==> config.mk <==
export PLATFORM = sky130hd
export DESIGN_NAME = mem_stage
export DESIGN_NICKNAME = d
export VERILOG_FILES = /design/src/rtl/mem_stage.sv
export SDC_FILE = /design/constraint.sdc
export NUM_CORES = 1
export LEC_CHECK = 0
export BUFFER_PORTS_ARGS = -buffer_cell sky130_fd_sc_hd__buf_2
export CORE_MARGIN = 3
export CORE_UTILIZATION = 46
export DETAILED_ROUTE_END_ITERATION = 6
export PLACE_DENSITY = 0.72
export SYNTH_ARGS = -nofsm -noshare
export SYNTH_HDL_FRONTEND = slang
export SYNTH_SLANG_ARGS = --single-unit
==> constraint.sdc <==
create_clock -name clk -period 3.2 [get_ports clk]
set_input_delay 0 -clock clk [delete_from_list [all_inputs] [get_ports clk]]
set_output_delay 0 -clock clk [all_outputs]
set_load 0.05 [all_outputs]
==> src/rtl/mem_stage.sv <==
// mem_stage: MEM stage of the 5-stage pipeline.
// Takes the EX/MEM register outputs, performs byte/halfword/word loads and
// stores on a req/ack data bus, and drives the write-back channel into MEM/WB.
//
// Ports:
//   clk, rst                  clock, synchronous active-low reset
//   mem_write_reg_*_i         write-back channel from EX/MEM (data = effective
//                             address for memory ops)
//   mem_op_i                  0 NONE, 1 LB, 2 LBU, 3 LH, 4 LHU, 5 LW,
//                             6 SB, 7 SH, 8 SW, 9..15 behave as NONE
//   mem_store_data_i          store source data
//   wb_write_reg_*_o          write-back channel into MEM/WB
//   stall_req_o               holds the pipeline while an access is in flight
//   align_err_o               misaligned access (combinational)
//   bus_err_o                 high in DONE when the access timed out
//   dbus_*                    registered data-bus request; rdata/ack inputs
`timescale 1ns/1ps

module mem_stage #(
  parameter int unsigned TIMEOUT = 255
) (
  input  logic        clk,
  input  logic        rst,
  input  logic        mem_write_reg_en_i,
  input  logic [4:0]  mem_write_reg_addr_i,
  input  logic [31:0] mem_write_reg_data_i,
  input  logic [3:0]  mem_op_i,
  input  logic [31:0] mem_store_data_i,
  output logic        wb_write_reg_en_o,
  output logic [4:0]  wb_write_reg_addr_o,
  output logic [31:0] wb_write_reg_data_o,
  output logic        stall_req_o,
  output logic        align_err_o,
  output logic        bus_err_o,
  output logic        dbus_req_o,
  output logic        dbus_we_o,
  output logic [31:0] dbus_addr_o,
  output logic [3:0]  dbus_be_o,
  output logic [31:0] dbus_wdata_o,
  input  logic [31:0] dbus_rdata_i,
  input  logic        dbus_ack_i
);

  localparam int unsigned CNT_W = 10;

  localparam logic [3:0] OP_LB  = 4'd1;
  localparam logic [3:0] OP_LBU = 4'd2;
  localparam logic [3:0] OP_LH  = 4'd3;
  localparam logic [3:0] OP_LHU = 4'd4;
  localparam logic [3:0] OP_LW  = 4'd5;
  localparam logic [3:0] OP_SB  = 4'd6;
  localparam logic [3:0] OP_SH  = 4'd7;
  localparam logic [3:0] OP_SW  = 4'd8;

  typedef enum logic [1:0] {
    ST_IDLE = 2'd0,
    ST_BUSY = 2'd1,
    ST_DONE = 2'd2
  } state_t;

  state_t           state;
  logic [CNT_W-1:0] cnt;
  logic             bus_err_q;
  logic [31:0]      load_q;

  logic        is_load;
  logic        is_store;
  logic        is_byte;
  logic        is_half;
  logic        is_word;
  logic        misaligned;
  logic        mem_ok;
  logic [1:0]  lane;
  logic [3:0]  req_be;
  logic [31:0] req_wdata;
  logic [7:0]  rd_byte;
  logic [15:0] rd_half;
  logic [31:0] load_fmt;
  logic        timeout_hit;

  // Operation decode and misalignment check
  always_comb begin
    is_load  = 1'b0;
    is_store = 1'b0;
    is_byte  = 1'b0;
    is_half  = 1'b0;
    is_word  = 1'b0;
    unique case (mem_op_i)
      OP_LB, OP_LBU: begin is_load  = 1'b1; is_byte = 1'b1; end
      OP_LH, OP_LHU: begin is_load  = 1'b1; is_half = 1'b1; end
      OP_LW:         begin is_load  = 1'b1; is_word = 1'b1; end
      OP_SB:         begin is_store = 1'b1; is_byte = 1'b1; end
      OP_SH:         begin is_store = 1'b1; is_half = 1'b1; end
      OP_SW:         begin is_store = 1'b1; is_word = 1'b1; end
      default:       ;
    endcase
    lane       = mem_write_reg_data_i[1:0];
    misaligned = (is_half && lane[0]) || (is_word && (lane != 2'd0));
    mem_ok     = (is_load || is_store) && !misaligned;
  end

  // Byte-enable and store-data lane steering (little-endian)
  always_comb begin
    req_be    = 4'b1111;
    req_wdata = mem_store_data_i;
    if (is_byte) begin
      req_be    = 4'(4'b0001 << lane);
      req_wdata = {4{mem_store_data_i[7:0]}};
    end else if (is_half) begin
      req_be    = lane[1] ? 4'b1100 : 4'b0011;
      req_wdata = {2{mem_store_data_i[15:0]}};
    end
  end

  // Load lane extraction and sign/zero extension
  always_comb begin
    rd_byte = dbus_rdata_i[{lane, 3'b000} +: 8];
    rd_half = lane[1] ? dbus_rdata_i[31:16] : dbus_rdata_i[15:0];
    unique case (mem_op_i)
      OP_LB:   load_fmt = {{24{rd_byte[7]}}, rd_byte};
      OP_LBU:  load_fmt = {24'd0, rd_byte};
      OP_LH:   load_fmt = {{16{rd_half[15]}}, rd_half};
      OP_LHU:  load_fmt = {16'd0, rd_half};
      default: load_fmt = dbus_rdata_i;
    endcase
  end

  assign timeout_hit = (cnt == CNT_W'(TIMEOUT - 1));

  // Bus FSM with registered bus outputs
  always_ff @(posedge clk) begin
    if (!rst) begin
      state        <= ST_IDLE;
      cnt          <= '0;
      bus_err_q    <= 1'b0;
      load_q       <= '0;
      dbus_req_o   <= 1'b0;
      dbus_we_o    <= 1'b0;
      dbus_addr_o  <= '0;
      dbus_be_o    <= '0;
      dbus_wdata_o <= '0;
    end else begin
      unique case (state)
        ST_IDLE: begin
          bus_err_q <= 1'b0;
          if (mem_ok) begin
            dbus_req_o   <= 1'b1;
            dbus_we_o    <= is_store;
            dbus_addr_o  <= {mem_write_reg_data_i[31:2], 2'b00};
            dbus_be_o    <= req_be;
            dbus_wdata_o <= req_wdata;
            cnt          <= '0;
            state        <= ST_BUSY;
          end
        end
        ST_BUSY: begin
          cnt <= cnt + CNT_W'(1);
          // An ack in the last allowed cycle still completes normally
          if (dbus_ack_i) begin
            dbus_req_o <= 1'b0;
            load_q     <= load_fmt;
            state      <= ST_DONE;
          end else if (timeout_hit) begin
            dbus_req_o <= 1'b0;
            bus_err_q  <= 1'b1;
            state      <= ST_DONE;
          end
        end
        ST_DONE: begin
          bus_err_q <= 1'b0;
          state     <= ST_IDLE;
        end
        default: state <= ST_IDLE;
      endcase
    end
  end

  assign bus_err_o   = bus_err_q;
  assign align_err_o = misaligned;

  // Write-back channel and stall request
  always_comb begin
    wb_write_reg_en_o   = mem_write_reg_en_i;
    wb_write_reg_addr_o = mem_write_reg_addr_i;
    wb_write_reg_data_o = mem_write_reg_data_i;
    stall_req_o         = 1'b0;
    unique case (state)
      ST_IDLE: begin
        if (misaligned) begin
          wb_write_reg_en_o = 1'b0;
        end else if (mem_ok) begin
          wb_write_reg_en_o = 1'b0;
          stall_req_o       = 1'b1;
        end
      end
      ST_BUSY: begin
        wb_write_reg_en_o = 1'b0;
        stall_req_o       = 1'b1;
      end
      ST_DONE: begin
        if (is_load) begin
          wb_write_reg_en_o   = mem_write_reg_en_i && !bus_err_q;
          wb_write_reg_data_o = load_q;
        end
      end
      default: wb_write_reg_en_o = 1'b0;
    endcase
  end

endmodule

# --- Word level (Yosys, flattened, before mapping) ---
# Index checks and enable logic that the tools add are counted.
totals:
  regBits: 113
  word_cells: 85
  latchBits: 0
  inputBits: 109
  romBits: 0
  n_memories: 0
  ram_bits: 0
classes:
  reduce_logical: 24
  addsub: 1
  multipliers: 0
  shift: 2
  n_eq_ne: 15
  div: 0
  bitwise_logic: 0
  order_cmp: 0
  mux: 34
op_table:
  columns: ["op", "count"]
  rows:
  - ["32-bit two-way mux", 4]
  - ["32-bit one-hot mux with 4 select lines", 1]
  - ["32-bit by 6-bit indexed part select with 8-bit output", 1]
  - ["10-bit one-hot mux with 2 select lines", 1]
  - ["4-bit by 3-bit == test with 1-bit output, second input constant", 4]
  - ["16-bit two-way mux", 1]
  - ["1-bit two-way mux", 15]
  - ["4-bit two-way mux", 3]
  - ["10-bit by 1-bit adder with 10-bit output, second input constant", 1]
  - ["10-bit by 8-bit == test with 1-bit output, second input constant", 1]
  - ["10-bit two-way mux", 1]
  - ["3-bit OR reduction", 3]
  - ["4-bit by 2-bit == test with 1-bit output, second input constant", 2]
  - ["1-bit one-hot mux with 2 select lines", 4]
  - ["2-bit AND reduction", 4]
  - ["2-bit two-way mux", 3]
  - ["2-bit != test, second input constant", 3]
  - ["3-bit AND reduction", 2]
  - ["2-bit nonzero test", 3]
  - ["5-bit OR reduction", 1]
  - ["4-bit by 1-bit == test with 1-bit output, second input constant", 1]
  - ["4-bit == test, second input constant", 1]
  - ["1-bit logical AND", 4]
  - ["2-bit one-hot mux with 2 select lines", 1]
  - ["8 further kinds", 11]

# --- Logic depth before layout (Yosys ltp) ---
# Gate-level depths: netlist of run 1.
depth:
  word_depth: 10
  depth_mapped: 8
  ltp_nobuf: 6

# --- Worst setup path after synthesis of run 1 ---
# Ideal clock, no wire load.
synth_path:
  path_type: "in2out"
  startpoint: "input port mem_op_i[2]"
  endpoint: "output port wb_write_reg_en_o"
  path_stages: 7
  required_time_ns: 3.200
  path_buffers: 3
  path_slack_ns: 1.032
  arrival_time_ns: 2.168
  cell_sequence: "clkbuf_1 > clkbuf_1 > clkbuf_1 > o21ai_0 > nand2_1 > a221oi_1 > nor3b_1"
synth_via:
  elab_chain_len: 10
synth_lines:
  columns: ["element", "line_no", "rtl"]
  rows:
  - ["start, declared", "27", "input logic [3:0] mem_op_i,"]
  - ["4-bit by 3-bit == test with 1-bit output, or another cell as far along", "88", "unique case (mem_op_i)"]
  - ["3-bit OR reduction (no line) / 2-bit OR reduction (equally long branches)", null, null]
  - ["1-bit two-way mux", "88", null]
  - ["1-bit logical AND", "98", "misaligned = (is_half && lane[0]) || (is_word && (lane != 2'd0));"]
  - ["1-bit logical OR", "98", null]
  - ["1-bit logical NOT", "99", "mem_ok = (is_load || is_store) && !misaligned;"]
  - ["1-bit logical AND", "99", null]
  - ["1-bit two-way mux", "191", "end else if (mem_ok) begin"]
  - ["1-bit two-way mux", "189", "if (misaligned) begin"]
  - ["1-bit one-hot mux with 2 select lines *", "187", "unique case (state)"]
  - ["end, declared", "29", "output logic wb_write_reg_en_o,"]
# Mark *: on every way between the ends. The rest lies on a longest branch, timed or not.

# --- Worst setup path in the final report of run 1 ---
layout_path:
  startpoint: "register state[1]"
  endpoint: "output port wb_write_reg_data_o[5]"
layout_via:
  elab_chain_len: 2
layout_lines:
  columns: ["element", "line_no", "rtl"]
  rows:
  - ["start, declared", "61", "state_t state;"]
  - ["start signal, assigned", "133", "state <= ST_IDLE;"]
  - ["start signal, assigned", "153", "state <= ST_BUSY;"]
  - ["start signal, assigned", "162", "state <= ST_DONE;"]
  - ["2-bit == test", "187", null]
  - ["32-bit two-way mux", "187", null]
  - ["end, declared", "31", "output logic [31:0] wb_write_reg_data_o,"]
# No other way between the ends.

==> results of run 1 <==
-- repair_timing --
| action | CTS | global route |
|---|---|---|
| buffers inserted | 0 | 0 |
| resized for setup | 0 | 0 |
| hold buffers | 96 | 0 |
| endpoints found under the hold margin | 86 | 0 |
-- cells by family after synthesis --
logic type	Yosys count
mux	100
xor+xnor	2
compound gates	192
simple gates	232
buf+inv	75
flops	113
other cells	1
fa+ha+maj	2
-- routing by layer --
metal | up-vias | GRT usage [%] | wire [um]
li1 | 3119 | - | -
met1 | 3041 | 35.29 | 8701
met2 | 342 | 47.20 | 10140
met3 | 69 | 6.728 | 1809
met4 | 2 | 11.55 | 664
met5 | - | 0 | 13
-- critical path: cells and delay by family (launching register included) --
family	cells	cell delay, ns
buf+inv	1	0.22
flops	1	0.45
mux	1	0.60
simple gates	2	1.04
-- registers in the layout, indices dropped and copies added, names as in the netlist --
signal,count
dbus_addr_o,30
dbus_be_o,4
bus_err_o,1
dbus_we_o,1
state,2
dbus_req_o,1
cnt,10
load_q,32
dbus_wdata_o,32
-- final timing paths --
path                           start  slack [ns]  cells past startpoint                      to
max                         state[1]        0.46                      4  wb_write_reg_data_o[5]
min          mem_write_reg_addr_i[2]     0.00002                      0  wb_write_reg_addr_o[2]
max reg2reg                 state[0]        0.69                      6              load_q[12]
min reg2reg             dbus_be_o[3]        0.44                      2            dbus_be_o[3]
-- per-stage QoR --
stage	std cells	cell area, um^2	hold slack [ns]
final	1162	8731	0.00002196
after global routing	1162	8731	0.00008821
after CTS	1162	8731	0.0005889
after detailed placement	1036	7231	0.0005889
after global placement	1036	7231	0.0005889
after floorplan	718	6250	0.1341
-- power by group through the flow --
| stage | clock network (mW) | logic [mW] | registers, mW |
|---|---|---|---|
| 4_1_cts | 1.76 | 1.25 | 1.59 |
| 2_1_floorplan | 0 | 0.601 | 1.91 |
| 5_1_grt | 1.82 | 1.35 | 1.61 |
| 6_report | 1.74 | 1.27 | 1.60 |
| 3_3_place_gp | 0 | 1.14 | 1.62 |
| 3_5_place_dp | 0 | 1.15 | 1.62 |
-- cell type report --
class	instances	area (um^2)	area share (%)
clock inverter	6	57.56	0.6592
tap	172	215.2	2.465
multi-input combinational	530	3612	41.37
inverter	4	15.01	0.1720
sequential	113	2262	25.91
timing repair buffer	313	2087	23.90
clock buffer	24	481.7	5.517
-- layout by cell type (no fill, tap or decap), types with 5 or more instances in the layout --
cell type | netlist | final
nand3_1 | 23 | 22
nand2_1 | 134 | 134
a221oi_1 | 10 | 10
dlygate4sd3_1 | 0 | 96
mux2_2 | 38 | 38
o21ai_0 | 48 | 48
nor2b_1 | 8 | 8
buf_4 | 7 | 10
o21a_1 | 9 | 9
a211oi_2 | 18 | 18
o21bai_1 | 5 | 5
a21oi_1 | 53 | 53
nor2_1 | 13 | 13
o2111ai_1 | 5 | 5
mux2i_1 | 56 | 56
nor3b_1 | 10 | 10
nand2b_1 | 6 | 6
a31oi_1 | 10 | 9
mux4_2 | 6 | 6
clkbuf_16 | 0 | 17
nand4_1 | 5 | 5
nand3b_1 | 6 | 6
buf_2 | 3 | 206
dfxtp_1 | 113 | 113
==> results.cfg, run 1 <==
[global_route]
gr-total-overflow = 0
antenna_found_initial = 1
grt_max_degree = 105
grtUsageTotal_pct = 28.33
grt_pass1_vias = 6416
grt_pass1_wl_um = 33470

[floorplan]
die_y_um = 122.5
die_area_um2 = 15010
start_util_pct = 48.32
core_area_um2 = 12930
die_x_um = 122.5
ios = 220
fp-row-count = 41

[pwr]
p_int_mw = 3.062
swShare_pct = 33.61
power_mw = 4.612
p_comb_share_pct = 27.6
clkPwrFrac_pct = 37.7
p_switching_mw = 1.550
power.density_nw_per_um2 = 528.2
pwr-share-seq_pct = 34.6
p_leak_nw = 3.886
max-vdd-ir-drop_mv = 0.4020

[detailed_routing]
drcViolationCount = 0
routed_via_density = 5.657
routed_wl_um = 21330
drtAntennaViolNets = 0
post_drt_wl_per_cell_um = 18.36
first_pass_iters = 6
num_vias = 6573
drt_iter0_drc = 673

[clocking]
cts_buffer_depth = 2
clock_latency_ns = 0.41
clk_pin_slew_ns = 0.05
cts_tree = yes
htree_num_levels = 4
cts_made_buffers = 17
clkSinkCount = 113
clock-root-buffer = clkbuf_16

[cells_and_area]
n_antenna_cell = 0
syn2layout_area_growth_pct = 39.78
nNetsFinal = 1090
fin_util_pct = 67.54
fillers = 985
drive_gt1_share_pct = 31.92

[worst_setup_path]
required_ns = 3.20
cp-end-kind = output port
critPathMaxStageDelay_ns = 0.78
cp_cell_sequence = nor3b_1 > nand3_2 > mux2_2 > buf_2
arrival_ns = 2.74
critPathMaxFanout = 32
cp_slowest_cell = nand3_2
startpoint_type = flip-flop
path_class = flip-flop to output port

[sta]
layout_min_cycle_time_ns = 2.736
tightestPinTransition_ns = 0.9808
max_freq_ghz = 0.3655
slew_headroom_pct = 34.54
layout_setup_ws_ns = 0.4643
fin_worst_skew_ns = 0.007535
setup_viol = 0
period_share_pct = 85.49
drv_slew = 0
finalSetupTns_ns = 0
rsz0062_at_grt = false
hold_viol = 0

[synth]
yosysSeqAreaShare_pct = 36.22
synth_edf_count = 0
synth_top_family_by_area = compound AO/OA/AOI/OAI gates
synth-xor-area-share_pct = 0.2804
yosys-top-cells-count = nand2_1, dfxtp_1, mux2i_1
netlist_instances = 717
yosys.area.top_type = dfxtp_1
ys_ff_latch = 113
synth_compound_area_share_pct = 21.05
yosysMostFrequentCell = nand2_1
synth-simple-area-share_pct = 17.81
yosys_warnings = 0
synth_area_um2 = 6246
yosys-top-cells-area = dfxtp_1, mux2i_1, nand2_1
synth_flop_cell = dfxtp_1
syn_avg_cell_area_um2 = 8.711
synthAdderAreaFrac_pct = 0.4006
synth.distinct_cells = 65
synth.area.mux_share_pct = 17.99
async_flop_share_pct = 0
yosys.area.top_type_share_pct = 36.22

[placement]
pre_cts_ws_ns = 0.7859
dpl.hpwl_um = 13150
globalplace.congestion = 0.8802
port_buffers = 207

[worst_hold_path]
hold_class = input port to output port

[run_status]
outcome = finished clean

[run]
maxCapViolCount = 0
Power figures use the tool's default switching activity.
==> inputs of run 2 (changes only) <==
==> config.mk (replaced) <==
export PLATFORM = sky130hd
export DESIGN_NAME = mem_stage
export DESIGN_NICKNAME = d
export VERILOG_FILES = /design/src/rtl/mem_stage.sv
export SDC_FILE = /design/constraint.sdc
export NUM_CORES = 1
export LEC_CHECK = 0
export BUFFER_PORTS_ARGS = -buffer_cell sky130_fd_sc_hd__clkbuf_2
export CORE_MARGIN = 3
export CORE_UTILIZATION = 46
export DETAILED_ROUTE_END_ITERATION = 6
export PLACE_DENSITY = 0.75
export SYNTH_ARGS = -nofsm -noshare
export SYNTH_HDL_FRONTEND = slang
export SYNTH_SLANG_ARGS = --single-unit
==> constraint.sdc (replaced) <==
create_clock -name clk -period 2.26 [get_ports clk]
set_input_delay 0 -clock clk [delete_from_list [all_inputs] [get_ports clk]]
set_output_delay 0 -clock clk [all_outputs]
set_load 0.05 [all_outputs]
==> run 2 against run 1 <==
Effect of this change: worst hold slack about the same; worst setup slack got worse by 0.46 ns; combinational power up 47%; cell count rose by 1.8%; count of clock-buffer cells in the layout fell by 2; via count grew 4.4%; non-clock buffer count up 21; sequential share of layout area decreased by 0.51 points; register-to-register slack got worse by 0.69 ns.
==> results.cfg, run 2 (synthesis results as in run 1) <==
[run_status]
outcome = finished clean

[worst_setup_path]
path_class = flip-flop to flip-flop
required_ns = 2.61
cp-end-kind = flip-flop
critPathMaxFanout = 32
startpoint_type = flip-flop
arrival_ns = 2.61

[sta]
drv_slew = 0
hold_viol = 0
fin_worst_skew_ns = 0.01045
tightestPinTransition_ns = 0.6253
rsz0062_at_grt = false
max_freq_ghz = 0.4427
setup_viol = 0
period_share_pct = 99.95
layout_min_cycle_time_ns = 2.259
slew_headroom_pct = 58.32
finalSetupTns_ns = 0
holdWs_ns = 0.00001398

[cells_and_area]
nNetsFinal = 1112
fillers = 978
reg_top3 = dbus_wdata_o x32, load_q x32, dbus_addr_o x30
final_common_cell = clkbuf_2
multi_input_area_um2 = 3622
ff_latch_area_um2 = 2262
n_antenna_cell = 0
design_area_um2 = 8905
drive_gt1_share_pct = 33.14
final_cell_mix = clkbuf_2, nand2_1, dfxtp_1
fin_cells = 1183
syn2layout_area_growth_pct = 42.57

[placement]
dpl.hpwl_um = 13660
port_buffers = 207
post-place-cells = 1054
place_area_um2 = 7406
globalplace.congestion = 0.8682

[pwr]
max-vdd-ir-drop_mv = 0.5595
power_mw = 6.423
power.density_nw_per_um2 = 721.3
p_leak_nw = 3.969

[detailed_routing]
drcViolationCount = 0
drtAntennaViolNets = 0
post_drt_wl_per_cell_um = 18.41
dr_wl_met3_um = 1979
wl_met1_um = 8441
drt_iter0_drc = 665
top_layer = met4
first_pass_iters = 5
dr_wl_met2_um = 10460
routed_via_density = 5.798
routed_wl_um = 21780
num_vias = 6859

[clocking]
cts_buffer_depth = 2
cts_setup_buffers = 0
cts_made_buffers = 17
clock_latency_ns = 0.42
htree_num_levels = 4
cts_tree = yes
clock-root-buffer = clkbuf_16
clk_pin_slew_ns = 0.05
clkSinkCount = 113

[global_route]
grt_pass1_vias = 6669
grtUsageTotal_pct = 28.43
gr-total-overflow = 0
grt_pass1_wl_um = 33600
grt_max_degree = 55
antenna_found_initial = 0

[worst_hold_path]
hold_class = input port to output port

[floorplan]
fp-row-count = 41
die_area_um2 = 15010
die_y_um = 122.5
start_util_pct = 48.32
core_area_um2 = 12930
ios = 220
die_x_um = 122.5

[run]
maxCapViolCount = 0
run 2: cell count changes in the layout (fill, tap and decap cells not counted), sizes merged:
cell         delta
dlygate4sd3     +3
and2            +1
bufinv          -1
clkinvlp        +1
buf           -187
clkinv          +1
clkbuf        +203
run 2: worst paths after layout:
check | start | end | slack, ns | cells after the start
worst max-delay path | state[0] | load_q[14] | 0.001 | 7
worst min-delay path | mem_write_reg_addr_i[3] | wb_write_reg_addr_o[3] | 0.00001 | 0
worst max register to register | state[0] | load_q[14] | 0.001 | 7
worst min register to register | dbus_be_o[3] | dbus_be_o[3] | 0.45 | 2
run 2: report_power, final:
part,switching [mW],internal (mW),total [mW]
Clock,0.894,1.39,2.29
Combinational,1.23,0.638,1.87
Sequential,0.102,2.16,2.27
run 2: stage by stage:
| step | util [%] | worst slack, ns |
|---|---|---|
| 2_1_floorplan | - | 0.09232 |
| 3_3_place_gp | 57.29 | 0.3379 |
| 3_5_place_dp | 57.29 | 0.2902 |
| 4_1_cts | 68.78 | 0.08603 |
| 5_1_grt | 68.88 | 0.001013 |
| 6_report | 68.88 | 0.001236 |
run 2: per-layer routing:
| metal | up-vias | global-route usage [%] |
|---|---|---|
| li1 | 3182 | - |
| met2 | 390 | 46.79 |
| met1 | 3193 | 34.20 |
| met3 | 94 | 8.065 |
| met4 | 0 | 13.65 |
| met5 | - | 0 |
run 2: worst max-delay path, cell delays in order (launching register included):
cell           delay (ns)
dfxtp_1              0.32
buf_4                0.15
nor2b_1              0.23
and2_1               0.17
buf_6                0.23
o21ai_0              0.15
a31oi_1              0.27
dlygate4sd3_1        0.64
run 2: layout make-up:
type / instances / share of cell area (%)
tap: 172 / 2.417
timing repair buffer: 334 / 25.78
inverter: 4 / 0.1686
clock inverter: 7 / 0.4496
sequential: 113 / 25.40
clock buffer: 22 / 5.100
multi-input combinational: 531 / 40.68
run 2: what timing repair did:
action	in CTS	in global routing
endpoints found under the setup margin	0	2
gates resized for setup	0	2
hold endpoints to repair	86	0
hold buffers	99	0
==> inputs of run 3 (changes only) <==
--- a/config.mk
+++ b/config.mk
@@ -7,9 +7,10 @@
 export LEC_CHECK = 0
 export BUFFER_PORTS_ARGS = -buffer_cell sky130_fd_sc_hd__clkbuf_2
 export CORE_MARGIN = 3
-export CORE_UTILIZATION = 46
+export CORE_UTILIZATION = 45
 export DETAILED_ROUTE_END_ITERATION = 6
-export PLACE_DENSITY = 0.75
+export PLACE_DENSITY = 0.73
+export RECOVER_POWER = 100
 export SYNTH_ARGS = -nofsm -noshare
 export SYNTH_HDL_FRONTEND = slang
 export SYNTH_SLANG_ARGS = --single-unit
==> run 3 against run 2 <==
Effect of this change: critical path depth fell by 3; via count grew 0.13%; worst hold slack barely moved; core utilization fell by 3.1 points; first-iteration DRC count up 23%; global-route usage is essentially flat; worst setup slack improved by 0.089 ns; sequential cell count unchanged; register-to-register slack improved by 0.09 ns; clock power grew 26%; cell count increased by 0.25%; non-clock buffer count decreased by 4; largest power group unchanged; highest routed layer unchanged.
==> results.cfg, run 3 (synthesis results as in run 1) <==
[clocking]
clkSinkCount = 113
cts_made_buffers = 17
cts_buffer_depth = 2
clock_latency_ns = 0.42
clock-root-buffer = clkbuf_16
cts_tree = yes
htree_num_levels = 4
cts_setup_buffers = 0
clk_pin_slew_ns = 0.06

[pwr]
p_leak_nw = 3.731
power.density_nw_per_um2 = 788.2
max-vdd-ir-drop_mv = 0.5186
power_mw = 6.947

[worst_setup_path]
r2r_start = state[1]
cp-startpoint = state[1]
arrival_ns = 2.42
startpoint_type = flip-flop
cp-end-kind = flip-flop
critPathMaxFanout = 16
path_class = flip-flop to flip-flop
required_ns = 2.51

[sta]
fin_worst_skew_ns = 0.008701
period_share_pct = 96.02
slew_headroom_pct = 24.24
max_freq_ghz = 0.4608
tightestPinTransition_ns = 1.136
layout_min_cycle_time_ns = 2.170
setup_viol = 0
finalSetupTns_ns = 0
rsz0062_at_grt = false
hold_viol = 0
drv_slew = 0

[worst_hold_path]
hold_class = input port to output port
hold_start = mem_write_reg_addr_i[1]

[detailed_routing]
drtAntennaViolNets = 0
routed_via_density = 5.791
drcViolationCount = 0
drt_iter0_drc = 818
post_drt_wl_per_cell_um = 18.81
first_pass_iters = 5
num_vias = 6868
routed_wl_um = 22310

[cells_and_area]
nNetsFinal = 1108
reg_top3 = dbus_wdata_o x32, load_q x32, dbus_addr_o x30
syn2layout_area_growth_pct = 41.11
fin_util_pct = 65.77
final_cell_mix = clkbuf_2, nand2_1, dfxtp_1
n_antenna_cell = 0
final_common_cell = clkbuf_2
drive_gt1_share_pct = 25.05

[placement]
port_buffers = 207
globalplace.congestion = 0.8632
dpl.hpwl_um = 13710

[global_route]
grt_pass1_vias = 6622
gr-total-overflow = 0
antenna_found_initial = 0
grt_max_degree = 68
grt_pass1_wl_um = 33820
grtUsageTotal_pct = 28.45

[run_status]
outcome = finished clean

[floorplan]
start_util_pct = 46.61
die_area_um2 = 15330
fp-row-count = 42
die_x_um = 123.8
ios = 220
die_y_um = 123.8
core_area_um2 = 13400

[run]
maxCapViolCount = 0
[run 3: what timing repair did]
item | CTS | global route
endpoints found under the hold margin | 87 | 0
hold buffers | 97 | 0
endpoints found under the setup margin | 0 | 6
resized for setup | 0 | 2
[run 3: where the power goes]
part,switching [mW],internal (mW)
registers,0.101,2.16
logic,1.22,0.573
clock network,1.04,1.85
total,2.36,4.59
[run 3: final timing paths]
check | to | slack, ns | cells past startpoint
max | cnt[0] | 0.09 | 4
min | wb_write_reg_addr_o[1] | 0.00002 | 0
max reg2reg | cnt[0] | 0.09 | 4
min reg2reg | dbus_wdata_o[28] | 0.45 | 2
[run 3: layout make-up]
class                   count  area [um^2]
fillers                  1088         4587
multi-input cells         531         3547
flip-flops and latches    113         2262
repair buffers            330         2137
clock buffers              17        425.4
well taps                 176        220.2
clock inverters            15        206.4
inverters                   4        15.01
[run 3: per-layer routing]
metal	track usage, %	wire length (um)	vias up
met3	6.676	1769	94
li1	-	-	3167
met2	46.54	10720	403
met4	13.22	945	0
met1	35.45	8882	3204
met5	0	0	-
[run 3: through the flow]
step | cell area, um^2 | hold slack [ns] | std cells | setup slack [ns]
floorplan | 6250 | 0.1341 | 718 | 0.09232
global placement | 7368 | 0.0003409 | 1056 | 0.3542
detailed placement | 7368 | 0.0003409 | 1056 | 0.2814
CTS | 8971 | 0.0003409 | 1185 | 0.06343
global route | 8813 | 0.00009593 | 1186 | 0.02946
finish | 8813 | 0.00002195 | 1186 | 0.09001
[run 3: worst max-delay path, cell delays in order, from the launching register on]
cell and delay (ns):
dfxtp_1 0.37, nor2_1 0.16, o2111a_1 0.31, and2_0 0.91, o21ai_0 0.24
